File: config.mk
export PLATFORM = sky130hd
export DESIGN_NAME = interrupt_controller
export DESIGN_NICKNAME = d
export VERILOG_FILES = /design/src/rtl/cpu_int_pkg.sv /design/src/rtl/irq_priority_enc.sv /design/src/rtl/interrupt_controller.sv
export SDC_FILE = /design/constraint.sdc
export NUM_CORES = 1
export LEC_CHECK = 0
export CAP_MARGIN = 25
export CORE_UTILIZATION = 49
export CTS_BUF_LIST = sky130_fd_sc_hd__clkbuf_8
export DETAILED_ROUTE_END_ITERATION = 16
export HOLD_SLACK_MARGIN = 0.15
export PLACE_DENSITY_LB_ADDON = 0.05
export SYNTH_ARGS = -nofsm -noshare
export SYNTH_HDL_FRONTEND = slang
export SYNTH_HIERARCHICAL = 1
export SYNTH_SLANG_ARGS = --single-unit
File: constraint.sdc
create_clock -name clk -period 5.1 [get_ports clk]
set_clock_uncertainty 0.2 [all_clocks]
set_input_delay 1.02 -clock clk [delete_from_list [all_inputs] [get_ports clk]]
set_output_delay 1.02 -clock clk [all_outputs]
set_load 0.05 [all_outputs]
File: src/rtl/cpu_int_pkg.sv
// Shared types and defaults for the CPU interrupt controller slice.
package cpu_int_pkg;

  localparam int          NUM_IRQ_DEF  = 4;
  localparam logic [15:0] VEC_BASE_DEF = 16'h0010;
  localparam int          MAX_IRQ      = 8;
  localparam int          ID_W         = 3;

  typedef enum logic [1:0] {
    ST_IDLE    = 2'd0,
    ST_REQ     = 2'd1,
    ST_SERVICE = 2'd2
  } state_e;

  function automatic logic [MAX_IRQ-1:0] id_onehot(input logic [ID_W-1:0] id);
    id_onehot = 8'd1 << id;
  endfunction

  // Vector slots are two bytes apart, starting at base.
  function automatic logic [15:0] vec_addr(input logic [15:0] base, input logic [ID_W-1:0] id);
    vec_addr = base + {12'd0, id, 1'b0};
  endfunction

endpackage

File: src/rtl/irq_priority_enc.sv
// Fixed-priority find-first-set: the lowest-index asserted request wins.
module irq_priority_enc
  import cpu_int_pkg::*;
#(
  parameter int N = NUM_IRQ_DEF
) (
  input  logic [N-1:0]    req_i,
  output logic [ID_W-1:0] id_o,
  output logic            valid_o
);

  // Scan from the top down so the lowest set bit is the last one written.
  always_comb begin
    id_o    = 3'd0;
    valid_o = 1'b0;
    for (int i = N - 1; i >= 0; i--) begin
      if (req_i[i]) begin
        id_o    = i[ID_W-1:0];
        valid_o = 1'b1;
      end else begin
        id_o    = id_o;
        valid_o = valid_o;
      end
    end
  end

endmodule

File: src/rtl/interrupt_controller.sv
// Edge-triggered, enable-gated, fixed-priority interrupt controller with a
// single-level IDLE/REQ/SERVICE handshake toward the core.
module interrupt_controller
  import cpu_int_pkg::*;
#(
  parameter int          NUM_IRQ  = NUM_IRQ_DEF,
  parameter logic [15:0] VEC_BASE = VEC_BASE_DEF
) (
  input  logic               clk,
  input  logic               rst_n,
  input  logic [NUM_IRQ-1:0] irq_in,
  input  logic               int_masked,
  input  logic               en_load,
  input  logic [15:0]        en_data,
  input  logic               irq_ack,
  input  logic               iret,
  output logic               irq_req,
  output logic [15:0]        irq_vector,
  output logic               mask_int,
  output logic               unmask_int,
  output logic [NUM_IRQ-1:0] pending,
  output logic [NUM_IRQ-1:0] in_service
);

  logic [NUM_IRQ-1:0] irq_smp_q;
  logic [NUM_IRQ-1:0] irq_hist_q;
  logic [1:0]         arm_q;
  logic [NUM_IRQ-1:0] en_q;
  logic [NUM_IRQ-1:0] pending_q, pending_d;
  logic [NUM_IRQ-1:0] in_service_q, in_service_d;
  state_e             state_q, state_d;
  logic [ID_W-1:0]    id_q, id_d;
  logic               irq_req_q, irq_req_d;
  logic [15:0]        vec_q, vec_d;
  logic               mask_q, mask_d;
  logic               unmask_q, unmask_d;

  logic [NUM_IRQ-1:0] rise_s;
  logic [NUM_IRQ-1:0] eligible_s;
  logic [NUM_IRQ-1:0] clr_s;
  logic [MAX_IRQ-1:0] id_oh_s;
  logic [ID_W-1:0]    win_id_s;
  logic               win_valid_s;
  logic               en_id_s;

  // arm_q holds off edge detection until the history register carries two
  // real post-reset samples, so a line held high through reset is not an edge.
  assign rise_s     = irq_smp_q & ~irq_hist_q & {NUM_IRQ{arm_q[1]}};
  assign eligible_s = pending_q & en_q;
  assign id_oh_s    = id_onehot(id_q);
  assign en_id_s    = |(en_q & id_oh_s[NUM_IRQ-1:0]);
  assign pending_d  = (pending_q & ~clr_s) | rise_s;

  irq_priority_enc #(
    .N (NUM_IRQ)
  ) u_prio (
    .req_i   (eligible_s),
    .id_o    (win_id_s),
    .valid_o (win_valid_s)
  );

  // Handshake FSM next-state and registered-output computation.
  always_comb begin
    state_d      = state_q;
    id_d         = id_q;
    irq_req_d    = irq_req_q;
    vec_d        = vec_q;
    mask_d       = 1'b0;
    unmask_d     = 1'b0;
    in_service_d = in_service_q;
    clr_s        = {NUM_IRQ{1'b0}};
    case (state_q)
      ST_IDLE: begin
        if (win_valid_s && !int_masked) begin
          state_d   = ST_REQ;
          id_d      = win_id_s;
          irq_req_d = 1'b1;
          vec_d     = vec_addr(VEC_BASE, win_id_s);
        end else begin
          state_d = ST_IDLE;
        end
      end
      ST_REQ: begin
        if (irq_ack) begin
          state_d      = ST_SERVICE;
          clr_s        = id_oh_s[NUM_IRQ-1:0];
          in_service_d = id_oh_s[NUM_IRQ-1:0];
          irq_req_d    = 1'b0;
          vec_d        = 16'h0000;
          mask_d       = 1'b1;
        end else if (int_masked || !en_id_s) begin
          state_d   = ST_IDLE;
          irq_req_d = 1'b0;
          vec_d     = 16'h0000;
        end else begin
          state_d = ST_REQ;
        end
      end
      ST_SERVICE: begin
        if (iret) begin
          state_d      = ST_IDLE;
          in_service_d = {NUM_IRQ{1'b0}};
          unmask_d     = 1'b1;
        end else begin
          state_d = ST_SERVICE;
        end
      end
      default: begin
        state_d      = ST_IDLE;
        irq_req_d    = 1'b0;
        vec_d        = 16'h0000;
        in_service_d = {NUM_IRQ{1'b0}};
      end
    endcase
  end

  // State, edge history, enables and output registers.
  always_ff @(posedge clk) begin
    if (!rst_n) begin
      irq_smp_q    <= {NUM_IRQ{1'b0}};
      irq_hist_q   <= {NUM_IRQ{1'b0}};
      arm_q        <= 2'b00;
      en_q         <= {NUM_IRQ{1'b0}};
      pending_q    <= {NUM_IRQ{1'b0}};
      in_service_q <= {NUM_IRQ{1'b0}};
      state_q      <= ST_IDLE;
      id_q         <= 3'd0;
      irq_req_q    <= 1'b0;
      vec_q        <= 16'h0000;
      mask_q       <= 1'b0;
      unmask_q     <= 1'b0;
    end else begin
      irq_smp_q    <= irq_in;
      irq_hist_q   <= irq_smp_q;
      arm_q        <= {arm_q[0], 1'b1};
      en_q         <= en_load ? en_data[NUM_IRQ-1:0] : en_q;
      pending_q    <= pending_d;
      in_service_q <= in_service_d;
      state_q      <= state_d;
      id_q         <= id_d;
      irq_req_q    <= irq_req_d;
      vec_q        <= vec_d;
      mask_q       <= mask_d;
      unmask_q     <= unmask_d;
    end
  end

  assign irq_req    = irq_req_q;
  assign irq_vector = vec_q;
  assign mask_int   = mask_q;
  assign unmask_int = unmask_q;
  assign pending    = pending_q;
  assign in_service = in_service_q;

endmodule

==> results of run 1 <==
layer usage:
layer / GRT usage, % / wire length [um] / vias up
met3: 5.581 / 140 / 5
li1: - / - / 506
met5: 0 / 0 / -
met2: 27.71 / 1082 / 35
met1: 18.42 / 1110 / 441
met4: 9.408 / 46 / 0
cells in the mapped netlist, types with 2 or more instances:
master | number | area [um2]
dfxtp_1 | 33 | 660.6
buf_4 | 14 | 105.1
and2_1 | 13 | 81.33
nor2b_1 | 10 | 62.56
mux2i_1 | 7 | 70.07
nand2_1 | 7 | 26.28
nand3_1 | 6 | 30.03
a21boi_0 | 5 | 37.54
o21ai_0 | 5 | 25.02
clkbuf_1 | 4 | 15.01
nor2_1 | 4 | 15.01
inv_1 | 3 | 11.26
a32o_1 | 2 | 20.02
buf_6 | 2 | 22.52
conb_1 | 2 | 7.510
nand2b_1 | 2 | 12.51
nand4b_1 | 2 | 17.52
or3_1 | 2 | 12.51
area by class of cell:
type	instances	area share, %
clock buffers	6	4.748
clock inverters	1	0.2158
inverters	3	0.6475
multi-input cells	96	37.19
flip-flops and latches	33	37.99
well taps	31	2.230
repair buffers	29	16.98
stage by stage:
step | std cells | hold slack, ns
floorplan | 153 | 0.2119
global placement | 191 | 0.2147
detailed placement | 191 | 0.2318
CTS | 198 | 0.2488
global route | 199 | 0.2596
finish | 199 | 0.2389
cell families (layout without fill, tap and decap cells):
logic type      after synthesis  after routing  synth area share (%)
simple gates                 57             57                 26.54
flops                        33             33                 46.40
buf+inv                      24             39                 11.07
compound gates               18             18                 8.964
mux                           8              8                 6.503
other cells                   2             13                0.5274
flip-flops by register name, indices dropped and copies added, names as in the netlist:
signal and count:
arm_q 2, en_q 4, id_q 3, in_service 4, irq_hist_q 4, irq_smp_q 4, irq_vector 4, mask_int 1
pending 4, state_q 2, unmask_int 1
where the power goes:
part / total, mW / switching [mW] / internal [mW]
Sequential: 0.270 / 0.00436 / 0.265
Combinational: 0.0579 / 0.0370 / 0.0210
Clock: 0.190 / 0.0852 / 0.105
path summary, 6_finish.rpt:
kind	end	cells after the start	start
setup reg to reg	irq_vector[2]$_SDFFE_PN0P_	6	pending[1]$_SDFF_PN0_
setup / recovery	irq_req	1	irq_vector[4]$_SDFFE_PN0P_
hold / removal	arm_q[1]$_SDFF_PN0_	1	arm_q[0]$_DFF_P_
hold reg to reg	arm_q[1]$_SDFF_PN0_	1	arm_q[0]$_DFF_P_
==> impl_metrics.tcl, run 1 <==
set metrics [dict create \
    cts_made_buffers 5 \
    grt.total_usage_pct 16.58 \
    clkLatencyLatePin_ns 0.28 \
    grt_max_degree 39 \
    cts_sinks 33 \
    synth-edff-count 0 \
    cp-start-kind "flop" \
    fin_crit_sh_pct 52.90 \
    wl_per_cell_um 11.95 \
    clk_pin_slew_ns 0.06 \
    yosys_warnings 6 \
    cp_cell_sequence "clkdlybuf4s50_1" \
    post-route-util_pct 63.07 \
    slew_headroom_pct 64.44 \
    maxClockFrequency_ghz 0.3706 \
    finalSetupViolCount 0 \
    gp_congestion 0.7008 \
    post_cts_buffers 0 \
    async_flop_share_pct 0 \
    avgViaCountPerCell 4.960 \
    cts_resized 0 \
    io_pins 53 \
    finalSetupTns_ns 0 \
    p_leak_nw 0.6610 \
    cp_slowest_cell "clkdlybuf4s50_1" \
    dieArea_um2 3125 \
    pre_cts_ws_ns 2.042 \
    syn_area_um2 1424 \
    min_period_ns 2.698 \
    placed_area_um2 1638 \
    detail-route-antenna-nets 0 \
    final_cell_mix "dfxtp_1 (33), clkdlybuf4s50_1 (28), and2_1 (13), conb_1 (13), nor2b_1 (10)" \
    port_buffers 28 \
    ff_latch_area_um2 660.6 \
    die_w_um 55.91 \
    drt-initial-drc-count 7 \
    crit_required_ns 3.88 \
    cp_top_family "buffers and inverters" \
    num_vias 987 \
    insertedDiodeCount 0 \
    crit_type "flop to output port" \
    status "complete, no violations" \
    die_h_um 55.91 \
    cap_violations 0 \
    cpPeakStageDelay_ns 0.83 \
    syn_area_per_cell_um2 10.03 \
    initial_core_util_pct 51.63 \
    drv_slew 0 \
    hold_violations 0 \
    tightest_slew_ns 0.5311 \
    clock_path_buffers 2 \
    placement_rows 19 \
    critPathMaxFanout 4 \
    cts_tree "built" \
    core-area_um2 2758 \
    synthFlopType "dfxtp_1" \
    drc 0 \
    ys_ff_latch 33 \
    worstHoldPathType "flop to flop" \
    post_route_cells_drive_above_1_share_pct 8.929 \
    netlist_instances 142 \
    antenna_found_initial 0 \
    fin_area_um2 1739 \
    ctsRootBufferMaster "clkbuf_8" \
    grt_pass1_vias 912 \
    multiInputGateArea_um2 646.9 \
    p_per_area_nw_per_um2 297.6 \
    cp-end-kind "output port" \
    synth_cell_types 37 \
    drtPass1Iterations 4 \
    areaGrowthSynthToFinish_pct 22.14 \
    routed_wirelength_um 2379 \
    ir_worst_vdd_uv 234.8 \
    h-tree-depth 2 \
    fillers 238 \
    ys_seq_area_share_pct 46.40 \
    reg2reg_slack_ns 3.25 \
    hpwlAfterDp_um 1690 \
    overflow 0 \
    cp_num_buf_inv 1 \
    fin_nets 194 \
    worst_slack_ns 2.402 \
    finalPower_uw 517.5 \
    final_common_cell "dfxtp_1" \
    cp.arrival_ns 1.48 \
    grt_first_pass_wirelength_um 3946 \
    grt_setup_unrepaired "no" \
    holdBufCountCts 0 \
]
No activity file was read; power rests on OpenSTA's default activity.
==> inputs of run 2 (changes only) <==
--- a/config.mk
+++ b/config.mk
@@ -6,7 +6,7 @@
 export NUM_CORES = 1
 export LEC_CHECK = 0
 export CAP_MARGIN = 25
-export CORE_UTILIZATION = 49
+export CORE_UTILIZATION = 41
 export CTS_BUF_LIST = sky130_fd_sc_hd__clkbuf_8
 export DETAILED_ROUTE_END_ITERATION = 16
 export HOLD_SLACK_MARGIN = 0.15
==> constraint.sdc (replaced) <==
create_clock -name clk -period 2.3 [get_ports clk]
set_clock_uncertainty 0.2 [all_clocks]
set_input_delay 0.46 -clock clk [delete_from_list [all_inputs] [get_ports clk]]
set_output_delay 0.46 -clock clk [all_outputs]
set_load 0.05 [all_outputs]
==> run 2 against run 1 <==
Count of clock-buffer cells in the layout stayed put. Final cell count is 9.5% higher. Final area is 2.4% higher. Critical path depth stayed put. Hold slack worse by 0.0058 ns. Die area is 19% higher. Combinational power is 130% higher. Setup slack worse by 2.3 ns. Largest cell class unchanged. Highest routed layer unchanged.
==> impl_metrics.tcl, run 2 (synthesized netlist as in run 1, its figures left out) <==
set metrics [dict create \
    routed_wirelength_um 2672 \
    crit_required_ns 1.64 \
    post_cts_buffers 0 \
    cts_resized 0 \
    cp_top_family "buffers and inverters" \
    hpwlAfterDp_um 1965 \
    p_sw_share_pct 24.99 \
    h-tree-depth 2 \
    multiInputGateArea_um2 646.9 \
    post_route_cells_drive_above_1_share_pct 11.05 \
    wl_per_cell_um 12.26 \
    grt_setup_unrepaired "no" \
    antenna_found_initial 0 \
    cp-end-kind "output port" \
    internal-power_uw 869.5 \
    drtPass1Iterations 4 \
    insertedDiodeCount 0 \
    cpPeakStageDelay_ns 0.82 \
    cp.arrival_ns 1.49 \
    detail-route-antenna-nets 0 \
    hold_violations 0 \
    drv_slew 0 \
    worstHoldPathType "flop to flop" \
    final_cell_mix "dfxtp_1 (33), clkdlybuf4s50_1 (28), and2_1 (13), conb_1 (13), nor2b_1 (10)" \
    finalSetupViolCount 0 \
    cp_num_buf_inv 1 \
    placement_rows 21 \
    drc 0 \
    grt.total_usage_pct 16.56 \
    cts_sinks 33 \
    grt_max_degree 13 \
    power_frac_clock_pct 37.1 \
    slew_headroom_pct 66.69 \
    power.share.sequential_pct 51.5 \
    die_w_um 60.93 \
    p_per_area_nw_per_um2 651.0 \
    cts_made_buffers 5 \
    tightest_slew_ns 0.4980 \
    cp_slowest_cell "clkdlybuf4s50_1" \
    clock_path_buffers 2 \
    initial_core_util_pct 42.67 \
    status "complete, no violations" \
    cp-start-kind "flop" \
    finalPower_mw 1.159 \
    fin_nets 198 \
    ff_latch_area_um2 660.6 \
    finalSetupTns_ns 0 \
    areaGrowthSynthToFinish_pct 25.04 \
    critPathMaxFanout 3 \
    post-route-util_pct 53.36 \
    die_h_um 60.93 \
    crit_type "flop to output port" \
    cap_violations 0 \
    clk_pin_slew_ns 0.07 \
    overflow 0 \
    clkLatencyLatePin_ns 0.28 \
    num_vias 1023 \
    ir_worst_vdd_uv 380.1 \
    placed_area_um2 1694 \
    fin_crit_sh_pct 93.48 \
    grt_pass1_vias 927 \
    p_leak_nw 0.6782 \
    avgViaCountPerCell 4.693 \
    cts_tree "built" \
    holdBufCountCts 0 \
    fin_area_um2 1780 \
    core-area_um2 3337 \
    p_switching_uw 289.6 \
    ctsRootBufferMaster "clkbuf_8" \
    cp_cell_sequence "clkdlybuf4s50_1" \
    final_common_cell "dfxtp_1" \
    min_period_ns 2.150 \
    holdWs_ns 0.2331 \
    grt_first_pass_wirelength_um 4284 \
    dieArea_um2 3712 \
    pwr-share-comb_pct 11.4 \
    port_buffers 28 \
    io_pins 53 \
    drt-initial-drc-count 41 \
    fillers 320 \
    maxClockFrequency_ghz 0.4651 \
    gp_congestion 0.7505 \
]
[run 2: cell type report]
| type | count | share of cell area [%] |
|---|---|---|
| flip-flops and latches | 33 | 37.10 |
| multi-input cells | 96 | 36.33 |
| repair buffers | 33 | 17.85 |
| clock buffers | 6 | 4.638 |
| well taps | 46 | 3.233 |
| inverters | 3 | 0.6325 |
| clock inverters | 1 | 0.2108 |
[run 2: path summary, 6_finish.rpt]
path | from | to | slack (ns) | depth (start not counted)
worst max-delay path | pending[1]$_SDFF_PN0_ | pending[1] | 0.15 | 1
worst min-delay path | arm_q[0]$_DFF_P_ | arm_q[1]$_SDFF_PN0_ | 0.23 | 1
worst max register to register | pending[0]$_SDFF_PN0_ | irq_vector[2]$_SDFFE_PN0P_ | 0.38 | 6
worst min register to register | arm_q[0]$_DFF_P_ | arm_q[1]$_SDFF_PN0_ | 0.23 | 1
[run 2: routing by layer]
metal | vias to the layer above | track usage, % | part of all wire (%)
met5 | - | 0 | 0
met4 | 0 | 7.143 | 0.71
met3 | 2 | 7.036 | 3.9
met2 | 31 | 26.53 | 48
met1 | 475 | 19.40 | 47
li1 | 515 | - | -
[run 2: stage by stage]
| step | worst slack [ns] | std cells |
|---|---|---|
| 2_1_floorplan | 0.2677 | 153 |
| 3_3_place_gp | 0.1318 | 211 |
| 3_5_place_dp | 0.1216 | 211 |
| 4_1_cts | 0.1354 | 218 |
| 5_1_grt | 0.1163 | 218 |
| 6_report | 0.1500 | 218 |
[run 2: power by group through the flow]
stage               sequential, mW  combinational (mW)  clock [mW]
CTS                          0.598               0.133       0.436
detailed placement           0.610               0.132           0
global placement             0.610               0.130           0
global route                 0.599               0.142       0.469
floorplan                    0.618              0.0979           0
finish                       0.597               0.132       0.429
